$ cat config.mk
export PLATFORM = sky130hd
export DESIGN_NAME = lsu_access_ctrl
export DESIGN_NICKNAME = d
export VERILOG_FILES = /design/src/rtl/lsu_access_ctrl.sv
export SDC_FILE = /design/constraint.sdc
export NUM_CORES = 1
export LEC_CHECK = 0
export BUFFER_PORTS_ARGS = -buffer_cell sky130_fd_sc_hd__buf_4
export CORE_AREA = 3 3 100 102
export DETAILED_ROUTE_END_ITERATION = 10
export DIE_AREA = 0 0 103 105
export PLACE_DENSITY = 0.85
export SETUP_SLACK_MARGIN = 0.05
export SLEW_MARGIN = 10
export SYNTH_ARGS = -nofsm -noshare
export SYNTH_HDL_FRONTEND = slang
export SYNTH_SLANG_ARGS = --single-unit
$ cat constraint.sdc
create_clock -name clk -period 3.96 [get_ports clk]
set_clock_uncertainty 0.05 [all_clocks]
set_input_delay 0.198 -clock clk [delete_from_list [all_inputs] [get_ports clk]]
set_output_delay 0.198 -clock clk [all_outputs]
set_load 0.01 [all_outputs]
$ cat src/rtl/lsu_access_ctrl.sv
// Load/store access controller between the core memory stage and a byte-array data memory.
// Latency from accept edge: aligned/byte access 2 cycles, split access 1+N cycles, illegal/trapped 1 cycle.
// Backpressure: req_ready is high only in IDLE; a request presented at any other time is ignored and must be held.
//
// Ports:
//   clk, rst_n                     clock (posedge), asynchronous active-low reset
//   req_valid/req_ready            request handshake, taken on req_valid & req_ready at posedge
//   is_load, is_store, funct3      request kind and RV32I width/sign code
//   addr, wdata                    byte address and store data
//   resp_valid, rdata, err         one-cycle response; rdata is extended load data (0 for stores)
//   mem_read, mem_write            encoded operation to the data memory (0 when idle)
//   mem_addr, mem_wdata, mem_rdata memory address/write data; mem_rdata is a combinational read
module lsu_access_ctrl #(
  parameter int ADDR_W        = 12,
  parameter bit MISALIGN_TRAP = 1'b0
) (
  input  logic              clk,
  input  logic              rst_n,
  input  logic              req_valid,
  output logic              req_ready,
  input  logic              is_load,
  input  logic              is_store,
  input  logic [2:0]        funct3,
  input  logic [ADDR_W-1:0] addr,
  input  logic [31:0]       wdata,
  output logic              resp_valid,
  output logic [31:0]       rdata,
  output logic              err,
  output logic [2:0]        mem_read,
  output logic [1:0]        mem_write,
  output logic [ADDR_W-1:0] mem_addr,
  output logic [31:0]       mem_wdata,
  input  logic [31:0]       mem_rdata
);

  typedef enum logic [1:0] {
    S_IDLE   = 2'd0,
    S_ACCESS = 2'd1,
    S_BYTES  = 2'd2,
    S_RESP   = 2'd3
  } state_e;

  state_e state_q, state_d;

  // Captured request and data buffers
  logic              ld_q, ld_d;
  logic              st_q, st_d;
  logic [2:0]        f3_q, f3_d;
  logic [ADDR_W-1:0] addr_q, addr_d;
  logic [31:0]       wdata_q, wdata_d;
  logic [31:0]       buf_q, buf_d;    // raw load data, extended only when presented
  logic              err_q, err_d;
  logic [1:0]        cnt_q, cnt_d;    // byte index within a split access

  // Request decode (only meaningful while IDLE)
  logic req_take;
  logic req_illegal;
  logic req_half;
  logic req_word;
  logic req_misal;
  logic req_trap;

  // Split-access bookkeeping
  logic [1:0] cnt_last;
  logic       bytes_done;

  // RV32I load funct3 -> memory read encoding
  function automatic logic [2:0] load_enc(input logic [2:0] f3);
    case (f3)
      3'b000:  load_enc = 3'b101;  // LB
      3'b001:  load_enc = 3'b110;  // LH
      3'b010:  load_enc = 3'b111;  // LW
      3'b100:  load_enc = 3'b001;  // LBU
      3'b101:  load_enc = 3'b010;  // LHU
      default: load_enc = 3'b000;
    endcase
  endfunction

  // RV32I store funct3 -> memory write encoding
  function automatic logic [1:0] store_enc(input logic [2:0] f3);
    case (f3)
      3'b000:  store_enc = 2'b01;  // SB
      3'b001:  store_enc = 2'b10;  // SH
      3'b010:  store_enc = 2'b11;  // SW
      default: store_enc = 2'b00;
    endcase
  endfunction

  // Sign/zero extension of little-endian raw data. Applied uniformly so that
  // split accesses (assembled from bytes) and single accesses share one path;
  // re-extending data the memory already extended is harmless.
  function automatic logic [31:0] load_ext(input logic [2:0] f3, input logic [31:0] raw);
    case (f3)
      3'b000:  load_ext = {{24{raw[7]}}, raw[7:0]};
      3'b001:  load_ext = {{16{raw[15]}}, raw[15:0]};
      3'b100:  load_ext = {24'h0, raw[7:0]};
      3'b101:  load_ext = {16'h0, raw[15:0]};
      default: load_ext = raw;
    endcase
  endfunction

  always_comb begin
    req_take  = req_valid && (state_q == S_IDLE);
    req_half  = (funct3[1:0] == 2'b01);
    req_word  = (funct3[1:0] == 2'b10);
    req_misal = (req_half && addr[0]) || (req_word && (addr[1:0] != 2'b00));

    req_illegal = (is_load == is_store);
    if (is_load && !(funct3 inside {3'b000, 3'b001, 3'b010, 3'b100, 3'b101})) begin
      req_illegal = 1'b1;
    end
    if (is_store && !(funct3 inside {3'b000, 3'b001, 3'b010})) begin
      req_illegal = 1'b1;
    end

    req_trap = req_illegal || (MISALIGN_TRAP && req_misal);
  end

  // Split accesses are 2 bytes for halfwords, 4 for words
  always_comb begin
    cnt_last   = (f3_q[1:0] == 2'b10) ? 2'd3 : 2'd1;
    bytes_done = (cnt_q == cnt_last);
  end

  // ---------------------------------------------------------------------
  // FSM: state register
  // ---------------------------------------------------------------------
  always_ff @(posedge clk or negedge rst_n) begin
    if (!rst_n) begin
      state_q <= S_IDLE;
    end else begin
      state_q <= state_d;
    end
  end

  // ---------------------------------------------------------------------
  // FSM: next state
  // ---------------------------------------------------------------------
  always_comb begin
    state_d = state_q;
    case (state_q)
      S_IDLE: begin
        if (req_take) begin
          if (req_trap) begin
            state_d = S_RESP;
          end else if (req_misal) begin
            state_d = S_BYTES;
          end else begin
            state_d = S_ACCESS;
          end
        end
      end
      S_ACCESS: state_d = S_RESP;
      S_BYTES: begin
        if (bytes_done) begin
          state_d = S_RESP;
        end
      end
      S_RESP:  state_d = S_IDLE;
      default: state_d = S_IDLE;
    endcase
  end

  // ---------------------------------------------------------------------
  // Request capture and data buffers
  // ---------------------------------------------------------------------
  always_comb begin
    ld_d    = ld_q;
    st_d    = st_q;
    f3_d    = f3_q;
    addr_d  = addr_q;
    wdata_d = wdata_q;
    buf_d   = buf_q;
    err_d   = err_q;
    cnt_d   = cnt_q;

    if (req_take) begin
      ld_d    = is_load;
      st_d    = is_store;
      f3_d    = funct3;
      addr_d  = addr;
      wdata_d = wdata;
      buf_d   = '0;
      err_d   = req_trap;
      cnt_d   = '0;
    end else if (state_q == S_ACCESS) begin
      if (ld_q) begin
        buf_d = mem_rdata;
      end
    end else if (state_q == S_BYTES) begin
      cnt_d = cnt_q + 2'd1;
      if (ld_q) begin
        buf_d[8*cnt_q +: 8] = mem_rdata[7:0];
      end
    end
  end

  always_ff @(posedge clk or negedge rst_n) begin
    if (!rst_n) begin
      ld_q    <= 1'b0;
      st_q    <= 1'b0;
      f3_q    <= 3'b000;
      addr_q  <= '0;
      wdata_q <= '0;
      buf_q   <= '0;
      err_q   <= 1'b0;
      cnt_q   <= '0;
    end else begin
      ld_q    <= ld_d;
      st_q    <= st_d;
      f3_q    <= f3_d;
      addr_q  <= addr_d;
      wdata_q <= wdata_d;
      buf_q   <= buf_d;
      err_q   <= err_d;
      cnt_q   <= cnt_d;
    end
  end

  // ---------------------------------------------------------------------
  // FSM: outputs. Every output is a function of registered state only, so
  // an asynchronous reset returns all of them to idle values at once.
  // ---------------------------------------------------------------------
  always_comb begin
    req_ready  = 1'b0;
    resp_valid = 1'b0;
    rdata      = 32'h0;
    err        = 1'b0;
    mem_read   = 3'b000;
    mem_write  = 2'b00;
    mem_addr   = '0;
    mem_wdata  = 32'h0;

    case (state_q)
      S_IDLE: begin
        req_ready = 1'b1;
      end
      S_ACCESS: begin
        mem_addr = addr_q;
        if (ld_q) begin
          mem_read = load_enc(f3_q);
        end else if (st_q) begin
          mem_write = store_enc(f3_q);
          mem_wdata = wdata_q;
        end
      end
      S_BYTES: begin
        // Address wraps naturally at ADDR_W bits
        mem_addr = addr_q + {{(ADDR_W-2){1'b0}}, cnt_q};
        if (ld_q) begin
          mem_read = 3'b001;
        end else begin
          mem_write = 2'b01;
          mem_wdata = {24'h0, wdata_q[8*cnt_q +: 8]};
        end
      end
      S_RESP: begin
        resp_valid = 1'b1;
        err        = err_q;
        if (ld_q && !err_q) begin
          rdata = load_ext(f3_q, buf_q);
        end
      end
      default: begin
        req_ready = 1'b0;
      end
    endcase
  end

endmodule
==> flow_results.org <==
** Outcome
- Status :: finished with violations
- Violated checks :: hold timing

** Pwr
- Sum of internal, switching and leakage power :: 4.382 mW
- For this design the ratio of total power to cell area is 634.3 nW/um^2.
- The analysis attributes to cell leakage a power of between 3 and 4 nW.
- IR analysis of the VDD net gives a maximum drop of 365.5 uV.

** STA
- Final-report max-slew violation count :: 0
- Timing would allow up to 321.4 MHz.
- Worst Hold Slack :: -0.04006 ns
- Clock period minus worst slack :: 3.111 ns
- In the finished design, the share of the clock period the worst path needs comes to 78.56%.
- Adding up every negative setup slack in the final design gives 0 ns.
- Setup violators final :: 0
- Worst rel slew slack :: 27.65%
- Total count of hold-check failures in the final report :: 21
- Across all setup checks in the final design, the least slack found is ~0.85 ns.
- Slew @ Worst Pin :: 1.085 ns
- Setup repair after global routing left no endpoint under its margin.

** Global route
- For this run, global-route usage on met1 was measured as between 30% and 40%.
- Global-route usage over all layers :: 28.73%
- For this run, global-route usage on met3 was measured as 6.275%.
- After global routing, the most crowded layer is met2.
- Summed over all layers, the global routing overflow is 0.
- Antenna violations before repair :: 0
- Global routing consumed, on the met2 layer, 47.66% of the routing resources.
- Pin count of the biggest net entering global routing :: 87
- Number of global-route vias before repair :: 5076
- The first global-routing pass estimated between 20000 and 25000 um of wire.

** Layout
- 0 antenna diodes ended up in the layout.
- The finished cells cover just under 7000 sq um.
- Relative to the synthesized area, the layout overhead comes to 36.35%.
- Final core utilization :: 75.13%
- Non-filler instance count after layout :: ~890
- Proportion of layout cells with a drive suffix above 1 :: 28.04%
- # nets final :: 871

** Synth
- In the post-synthesis netlist, the biggest area contributors are sky130_fd_sc_hd__dfrtp_1 42%, sky130_fd_sc_hd__nand2_1 14%, sky130_fd_sc_hd__and2_1 4.4%.
- A synthesized cell averages 8.603 sq um.
- Of the post-synthesis cell area, the dominant cell type holds 42.47%.
- Part of the Yosys area used for sequential elements :: 42.47%
- During synthesis, Yosys emitted a total of 0 warnings.
- Flop and latch count out of synthesis :: 86
- Counting flops with an async set or reset pin after synthesis yields a share of 100.0%.
- Synth unique cells :: 56
- Yosys instantiated no cell more often than sky130_fd_sc_hd__nand2_1.
- Counting flops with a built-in enable in the synthesized netlist gives 0.
- Primary FF master, synth :: sky130_fd_sc_hd__dfrtp_1
- Number of nets in the synthesized netlist :: between 600 and 700
- Synth area leader :: sky130_fd_sc_hd__dfrtp_1
- Post-synth design cell area :: roughly 5100 sq um
- In the synthesized netlist, the number of instances is about 600.
- Commonest cells post-synth :: 187 x sky130_fd_sc_hd__nand2_1, 86 x sky130_fd_sc_hd__dfrtp_1, 36 x sky130_fd_sc_hd__and2_1

** Routing
- Using the TritonRoute via totals, the vias-per-cell ratio works out to 5.743.
- DRC errors left :: 0
- Wire length per cell after detailed routing :: around 17 um
- After the first detailed-routing iteration, the DRC count stood at 265.
- Antenna Nets Post-Route :: 0
- Routed via count :: 5123
- Drt pass-1 iters :: 5
- The final layout contains routed wiring with a total length of 15470 um.

** Critical path
- CP required :: 3.71 ns
- Critical path capture point type :: output port
- For this design, the slowest cell found on the critical path is sky130_fd_sc_hd__dfrtp_1.
- Number of cells on the worst reg-to-reg path :: 5
- Signal arrival time at the worst endpoint :: 2.86 ns
- In this run the worst path has a maximum fanout of 15.
- Setup slack on the worst reg-to-reg path comes out at 1.48 ns.
- The worst setup path is of the flop to output port kind.
- Reg2reg start :: state_q[0]$_DFFE_PN0P_
- CP Cell Sequence :: inv_1 > fa_1 > and3b_1 > xor2_1 > a22oi_1 > nor2b_1 > buf_4
- The worst setup path is launched from a flop.
- Max incr delay on CP :: slightly below 0.8 ns
- In this run the critical register-to-register path is captured at buf_q[13]$_DFFE_PN0P_.

** Clocking
- For the worst-skew pair, the clock arrives at the later sink with an insertion delay of 0.36 ns.
- After clock tree synthesis, the repair step resized 0 gates.
- In this run the clock root is driven by a sky130_fd_sc_hd__clkbuf_8.
- CTS built an H-tree with a depth of 3.
- In this run, CTS created clock tree buffers numbering 9.
- Clock Sink Count :: 86
- Clock tree buffer depth :: 2
- Clock-pin slew was measured on the worst setup and hold paths at 0.10 ns.
- Clock tree from TritonCTS :: built

** Placement
- In this run the tool buffered the top-level ports with 167 buffer cells.
- Placed wire-length estimate after detailed placement :: 10200 um
- Final GP Congestion :: ~0.87
- OpenSTA, run right after detailed placement, puts the worst setup slack at 1.280 ns.
- Placement Cell Area :: 6284 sq um
- After detailed placement, the design holds a cell count of 834.

** Floorplan
- The floorplan step set the die width to 103 um.
- The initial utilization of the core area, before any placement, comes to between 50 and 60%.
- Die area :: ~11000 sq um
- The die is around 110 um tall.
- The floorplan has 35 rows.
- The core region is 9196 sq um.
- I/O Pins :: about 170

** Job
- Max capacitance violation total :: 0

** Min path
- The min-delay analysis places its worst path in the category primary input to asynchronous set/reset pin.
## logic make-up (layout without fill, tap and decap cells)
kind of cell	count (synthesis)	after routing	share of synthesized area [%]
and+or+nand+nor	275	275	24.89
AOI/OAI and AO/OA	142	142	19.31
DFF	86	86	42.47
buffers and inverters	62	254	5.926
adders and majority gates	11	11	2.864
muxes	10	10	4.025
xor gates and xnor gates	3	3	0.5186
## power breakdown
part	switching (mW)	total (mW)	leakage, nW	internal (mW)
combinational	1.18	2.07	2.19	0.889
clock	0.358	0.660	0.106	0.302
sequential	0.402	1.66	1.11	1.25
## cell usage in the layout (no fill, tap or decap), types with 5 or more instances in the layout
master	Yosys	routed
sky130_fd_sc_hd__dfrtp_1	86	86
sky130_fd_sc_hd__nand3_1	11	11
sky130_fd_sc_hd__nand2_1	187	186
sky130_fd_sc_hd__a22oi_1	26	26
sky130_fd_sc_hd__dlygate4sd3_1	0	42
sky130_fd_sc_hd__clkbuf_8	0	9
sky130_fd_sc_hd__a21o_1	6	6
sky130_fd_sc_hd__ha_1	10	10
sky130_fd_sc_hd__o31ai_1	7	7
sky130_fd_sc_hd__and2_1	36	35
sky130_fd_sc_hd__a22o_1	16	16
sky130_fd_sc_hd__o21ai_1	10	10
sky130_fd_sc_hd__mux4_2	7	7
sky130_fd_sc_hd__and3_1	5	5
sky130_fd_sc_hd__a21oi_2	13	13
sky130_fd_sc_hd__buf_4	6	170
sky130_fd_sc_hd__inv_1	26	26
sky130_fd_sc_hd__nor2_1	12	12
sky130_fd_sc_hd__o21ai_0	29	29
sky130_fd_sc_hd__a21oi_1	18	18
## registers in the layout (all words and copies together), names as in the netlist
name,count
buf_q,32
wdata_q,32
addr_q,12
f3_q,3
cnt_q,2
state_q,2
err_q,1
ld_q,1
st_q,1
## worst max-delay path: cells and delay by family (launching register included)
| family | cells | cell delay (ns) |
|---|---|---|
| buffers and inverters | 2 | 0.39 |
| adders and majority gates | 1 | 0.50 |
| DFF | 1 | 0.79 |
| and+or+nand+nor | 2 | 0.56 |
| xor gates and xnor gates | 1 | 0.17 |
| AOI/OAI and AO/OA | 1 | 0.08 |
## what timing repair did
| action | CTS | global route |
|---|---|---|
| setup buffers | 0 | 0 |
| endpoints found under the hold margin | 42 | 0 |
| hold buffers | 42 | 0 |
## worst max path at each step
stage / slack, ns / end / startpoint / depth (start not counted)
2_1_floorplan: 1.65 / mem_addr[8] / cnt_q[1]$_DFFE_PN0P_ / 8
3_3_place_gp: 1.34 / mem_addr[4] / cnt_q[1]$_DFFE_PN0P_ / 7
3_5_place_dp: 1.28 / mem_write[1] / state_q[0]$_DFFE_PN0P_ / 6
4_1_cts: 0.88 / mem_write[1] / state_q[0]$_DFFE_PN0P_ / 6
5_1_grt: 0.67 / mem_write[1] / state_q[0]$_DFFE_PN0P_ / 6
6_report: 0.85 / mem_addr[4] / cnt_q[1]$_DFFE_PN0P_ / 7
## per-layer routing
| layer | vias to the layer above | routed length (um) |
|---|---|---|
| li1 | 2376 | - |
| met1 | 2455 | 6244 |
| met2 | 257 | 7501 |
| met3 | 35 | 1363 |
| met4 | 0 | 355 |
| met5 | - | 0 |
## cell type report
class                           count  area [sq um]
Inverter                           26         97.59
Tap cell                          111         138.9
Fill cell                         634          2287
Timing Repair Buffer              212          1697
Clock buffer                        9         123.9
Multi-Input combinational cell    441          2619
Clock inverter                      7         81.33
Sequential cell                    86          2152
No activity file was read; power rests on OpenSTA's default activity.
